$ cat src/rtl/trig_cordic.sv
// trig_cordic: iterative CORDIC sine/cosine of an unsigned 4.8 angle.
//   The angle is reduced modulo 2*pi by repeated subtraction, folded into the
//   first quadrant, then rotated through ITERATIONS micro-steps on a signed
//   4.12 datapath. The results are rounded back to signed 4.8.
// Ports:
//   Clk      - clock, rising edge
//   Reset    - asynchronous active-low reset
//   start    - request strobe, sampled only while idle
//   theta    - angle in radians, unsigned 4.8
//   busy     - high while a computation is in progress
//   done     - one-cycle pulse when sin_out/cos_out are updated
//   sin_out  - sine, signed 4.8 (1.0 = 0x100)
//   cos_out  - cosine, signed 4.8
module trig_cordic #(
    parameter int ITERATIONS = 12
) (
    input  logic        Clk,
    input  logic        Reset,
    input  logic        start,
    input  logic [11:0] theta,
    output logic        busy,
    output logic        done,
    output logic [11:0] sin_out,
    output logic [11:0] cos_out
);

    localparam logic [11:0]        TWO_PI  = 12'h648;
    localparam logic [11:0]        HALF_PI = 12'h192;
    localparam logic [11:0]        PI      = 12'h324;
    localparam logic [11:0]        PI_3_2  = 12'h4B6;
    localparam logic signed [15:0] GAIN    = 16'sh09B7;   // 1/K in 4.12
    localparam logic [3:0]         LAST    = 4'(ITERATIONS - 1);

    typedef enum logic [1:0] {S_IDLE, S_REDUCE, S_FOLD, S_ITER} state_t;

    state_t             r_state;
    logic [11:0]        r_ang;
    logic [1:0]         r_quad;
    logic [3:0]         r_iter;
    logic signed [15:0] r_x;
    logic signed [15:0] r_y;
    logic signed [15:0] r_z;

    logic [1:0]         w_quad;
    logic [11:0]        w_res;
    logic signed [15:0] w_xs;
    logic signed [15:0] w_ys;
    logic signed [15:0] w_x_next;
    logic signed [15:0] w_y_next;
    logic signed [15:0] w_z_next;

    // round(atan(2^-i) * 4096)
    function automatic logic signed [15:0] atan_lut(input logic [3:0] idx);
        case (idx)
            4'd0:    return 16'sd3217;
            4'd1:    return 16'sd1899;
            4'd2:    return 16'sd1003;
            4'd3:    return 16'sd509;
            4'd4:    return 16'sd256;
            4'd5:    return 16'sd128;
            4'd6:    return 16'sd64;
            4'd7:    return 16'sd32;
            4'd8:    return 16'sd16;
            4'd9:    return 16'sd8;
            4'd10:   return 16'sd4;
            4'd11:   return 16'sd2;
            4'd12:   return 16'sd1;
            default: return 16'sd0;
        endcase
    endfunction

    // 4.12 -> 4.8 with round-half-up
    function automatic logic [11:0] rnd48(input logic signed [15:0] v);
        return 12'((v + 16'sd8) >>> 4);
    endfunction

    // Quadrant fold of the already-reduced angle
    always_comb begin
        w_quad = 2'd3;
        w_res  = r_ang - PI_3_2;
        if (r_ang < HALF_PI) begin
            w_quad = 2'd0;
            w_res  = r_ang;
        end else if (r_ang < PI) begin
            w_quad = 2'd1;
            w_res  = r_ang - HALF_PI;
        end else if (r_ang < PI_3_2) begin
            w_quad = 2'd2;
            w_res  = r_ang - PI;
        end
    end

    // One micro-rotation; direction follows the sign of the residual angle
    always_comb begin
        w_xs = r_x >>> r_iter;
        w_ys = r_y >>> r_iter;
        if (!r_z[15]) begin
            w_x_next = r_x - w_ys;
            w_y_next = r_y + w_xs;
            w_z_next = r_z - atan_lut(r_iter);
        end else begin
            w_x_next = r_x + w_ys;
            w_y_next = r_y - w_xs;
            w_z_next = r_z + atan_lut(r_iter);
        end
    end

    always_ff @(posedge Clk or negedge Reset) begin
        if (!Reset) begin
            r_state <= S_IDLE;
            r_ang   <= '0;
            r_quad  <= '0;
            r_iter  <= '0;
            r_x     <= '0;
            r_y     <= '0;
            r_z     <= '0;
            busy    <= 1'b0;
            done    <= 1'b0;
            sin_out <= '0;
            cos_out <= '0;
        end else begin
            done <= 1'b0;
            case (r_state)
                S_IDLE: begin
                    if (start) begin
                        r_ang   <= theta;
                        busy    <= 1'b1;
                        r_state <= S_REDUCE;
                    end
                end
                S_REDUCE: begin
                    if (r_ang >= TWO_PI) r_ang <= r_ang - TWO_PI;
                    else                 r_state <= S_FOLD;
                end
                S_FOLD: begin
                    r_quad  <= w_quad;
                    r_x     <= GAIN;
                    r_y     <= '0;
                    r_z     <= {w_res, 4'b0000};
                    r_iter  <= '0;
                    r_state <= S_ITER;
                end
                S_ITER: begin
                    r_x    <= w_x_next;
                    r_y    <= w_y_next;
                    r_z    <= w_z_next;
                    r_iter <= r_iter + 4'd1;
                    if (r_iter == LAST) begin
                        // Outputs come straight from the final step's values,
                        // so they update on the same edge as the last rotation.
                        case (r_quad)
                            2'd0: begin
                                sin_out <= rnd48(w_y_next);
                                cos_out <= rnd48(w_x_next);
                            end
                            2'd1: begin
                                sin_out <= rnd48(w_x_next);
                                cos_out <= rnd48(-w_y_next);
                            end
                            2'd2: begin
                                sin_out <= rnd48(-w_y_next);
                                cos_out <= rnd48(-w_x_next);
                            end
                            default: begin
                                sin_out <= rnd48(-w_x_next);
                                cos_out <= rnd48(w_y_next);
                            end
                        endcase
                        done    <= 1'b1;
                        busy    <= 1'b0;
                        r_state <= S_IDLE;
                    end
                end
                default: r_state <= S_IDLE;
            endcase
        end
    end

endmodule
$ cat config.mk
export PLATFORM = sky130hd
export DESIGN_NAME = trig_cordic
export DESIGN_NICKNAME = d
export VERILOG_FILES = /design/src/rtl/trig_cordic.sv
export SDC_FILE = /design/constraint.sdc
export NUM_CORES = 1
export LEC_CHECK = 0
export ABC_AREA = 1
export ABC_CLOCK_PERIOD_IN_PS = 6900
export BUFFER_PORTS_ARGS = -buffer_cell sky130_fd_sc_hd__buf_2
export CORE_UTILIZATION = 40
export CTS_BUF_LIST = sky130_fd_sc_hd__clkbuf_8
export DETAILED_ROUTE_END_ITERATION = 10
export SKIP_CTS_REPAIR_TIMING = 1
export SLEW_MARGIN = 0
export SYNTH_ARGS = -nofsm -noshare
export SYNTH_HDL_FRONTEND = slang
export SYNTH_SLANG_ARGS = --single-unit
$ cat constraint.sdc
create_clock -name Clk -period 6.9 [get_ports Clk]
set_clock_uncertainty 0.05 [all_clocks]
set_input_delay 0.69 -clock Clk [delete_from_list [all_inputs] [get_ports Clk]]
set_output_delay 0.69 -clock Clk [all_outputs]
set_load 0.02 [all_outputs]
==> results.cfg <==
[worst_setup_path]
cp.arrival_ns = 5.99
cp_top_family = simple AND/OR/NAND/NOR gates
r2r_slack_ns = 1.12
crit_top_cell = nand3_1
reg2reg_depth = 24
cp_slowest_cell = dfrtp_1
worst-path-max-fanout = 29
start_kind = register
r2r_end = sin_out[7]
worstSetupEndpointType = register
r2r-start = r_iter[1]
path_cells = inv_2 > nor2_2 > a21oi_1 > nand3_1 > nand2_1 > ha_1 > nand2_1 > o21ai_0 > fa_1 > nand3_1 > nand3_1 > xor2_2 > ha_1 > inv_1 > o21ai_0 > inv_1 > nor3_1 > nand2_1 > nor2_1 > nand3_1 > xor2_1 > nor2_1 > nor3_1 > o21ai_1
critPathBufInv = 3
worstPathRequired_ns = 7.11
crit_type = register to register
cpPeakStageDelay_ns = 0.92

[placed_design]
routabilityCongestion = 0.9236
hpwl_mm = 25.93
io_buffer_count = 40

[hold_path]
hold_class = input port to asynchronous set/reset pin

[floorplan]
die_w_um = 168.9
die-area_mm2 = 0.02852
core-area_mm2 = 0.02710
ios = 41
initial_utilization = 0.4110
rows = 60
fp.dieH_um = 168.9

[route]
routed_wl_mm = 33.77
firstDrtPassIters = 5
vias = 11483
wl_per_cell_um = 15.88
drcViolationCount = 0
drt_iter0_drc = 897
ant_nets = 0
viasPerCell = 5.399

[final_layout]
nNetsFinal = 1846
area_delta_synth_final_pct = 5.853
drive_gt1_frac = 0.09972
fin_util = 0.4350
antennaDiodeCount = 0

[logic_synthesis]
postSynthAreaPerCell_um2 = 6.390
syn_area_mm2 = 0.01114
syn_nets = 1839
postSynthRegisterBits = 94
ys_warn_count = 0
ys.flop_type = dfrtp_1
ys_top_cells_by_area = dfrtp_1 21%, nand2_1 17%, ha_1 8.8%, nand3_1 8.4%, inv_1 5.7%
synth_commonest_cells = 497 x nand2_1, 186 x nand3_1, 168 x inv_1
async_flop_share = 1.000
yosysMostFrequentCell = nand2_1
synth_edf_count = 0
synth_top_area_cell = dfrtp_1
synth_top_area_share = 0.2112
synthDistinctLibCells = 63
syn_inst = 1743
yosysSeqAreaShare = 0.2112

[timing]
fmax_mhz = 173.1
finalCriticalPeriod_ns = 5.777
rsz0062_at_grt = false
slew_headroom = 0.3236
post-route-period-util = 0.8373
drv_slew = 0
hold_viol = 0
worst_pin_slew_ns = 1.008
setup_tns_ns = 0
setup_viol = 0

[status]
outcome = finished, final reports clean

[grt]
grt_overflow_total = 0
grt_pass1_wl_mm = 55.80
grt_antenna_before_repair = 0
grt_start_max_net_pins = 55
grt_usage = 0.2443
grt_pass1_vias = 11065

[cts]
clock_sinks = 94
clk_path_buf_depth = 2
cts-root-buf = clkbuf_8
insertion_delay_ns = 0.40
h-tree-depth = 3
tritoncts = done
clkTransAtPathRegs_ns = 0.11
numCtsBuffers = 9

[run]
cap_violations = 0
cell usage in the layout (no fill, tap or decap), types with 4 or more instances in the layout:
cell,n
inv_1,168
o21ai_0,106
o221ai_1,9
nand3_2,11
ha_1,78
dfrtp_1,94
xnor2_1,22
o211ai_1,11
a31oi_1,13
a21oi_1,88
buf_2,39
nor2_1,118
xor2_2,4
nand3_1,186
a211oi_1,4
clkinv_1,7
nor2_2,17
nand4_1,23
buf_4,12
a21o_1,6
xor2_1,56
o21bai_1,4
clkbuf_8,10
nand2_1,497
o22ai_1,20
nor3_1,18
o21ai_1,22
nor3_2,5
nand2_2,25
inv_2,23
flip-flops by register name (all words and copies together) (netlist names):
name	cells
r_y	16
r_iter	4
busy	1
sin_out	12
r_z	16
done	1
r_ang	12
r_state	2
r_quad	2
cos_out	12
r_x	16
per-layer routing:
metal  up-vias  wire length, µm  track usage
li1       5782                -            -
met1      5354            15200       0.3132
met2       293            15980       0.4206
met3        54             1498      0.02736
met4         0             1085      0.09170
met5         -                0            0
how the worst max path moves through the flow:
stage | start | end | cells after the start | slack, ns
global placement | r_iter[1] | sin_out[7] | 24 | 1.34
global route | r_iter[1] | sin_out[7] | 24 | 0.72
floorplan | r_iter[0] | sin_out[7] | 27 | 2.64
detailed placement | r_iter[1] | sin_out[7] | 24 | 1.19
CTS | r_iter[1] | sin_out[7] | 24 | 1.21
finish | r_iter[1] | sin_out[7] | 24 | 1.12
metrics by stage:
| stage | setup WS (ns) | instances | hold slack (ns) | area (µm²) |
|---|---|---|---|---|
| floorplan | 2.638 | 1743 | 0.3444 | 11140 |
| global placement | 1.339 | 2111 | 0.4104 | 11610 |
| detailed placement | 1.191 | 2111 | 0.4106 | 11610 |
| CTS | 1.208 | 2127 | 0.2387 | 11790 |
| global route | 0.7195 | 2127 | 0.2628 | 11790 |
| finish | 1.123 | 2127 | 0.2354 | 11790 |
cell type report:
type | count | area (µm²)
clock inverters | 6 | 43.79
multi-input cells | 1395 | 7756
repair buffers | 51 | 285.3
inverters | 199 | 749.5
well taps | 372 | 465.4
flip-flops and latches | 94 | 2352
clock buffers | 10 | 137.6
fillers | 2936 | 15310
cell families (layout without fill, tap and decap cells):
kind of cell,count (synthesis),in the layout,share of synthesized area
AO/OA/AOI/OAI,307,307,0.1590
XOR/XNOR,87,87,0.07650
adder cells (fa/ha/maj),81,81,0.09301
buffers and inverters,254,266,0.09268
flip-flops,94,94,0.2112
AND/OR/NAND/NOR,920,920,0.3677
Power is left out: the tool's default activity adds up to more than one toggle a clock period on the data nets, which glitch-free logic cannot reach.
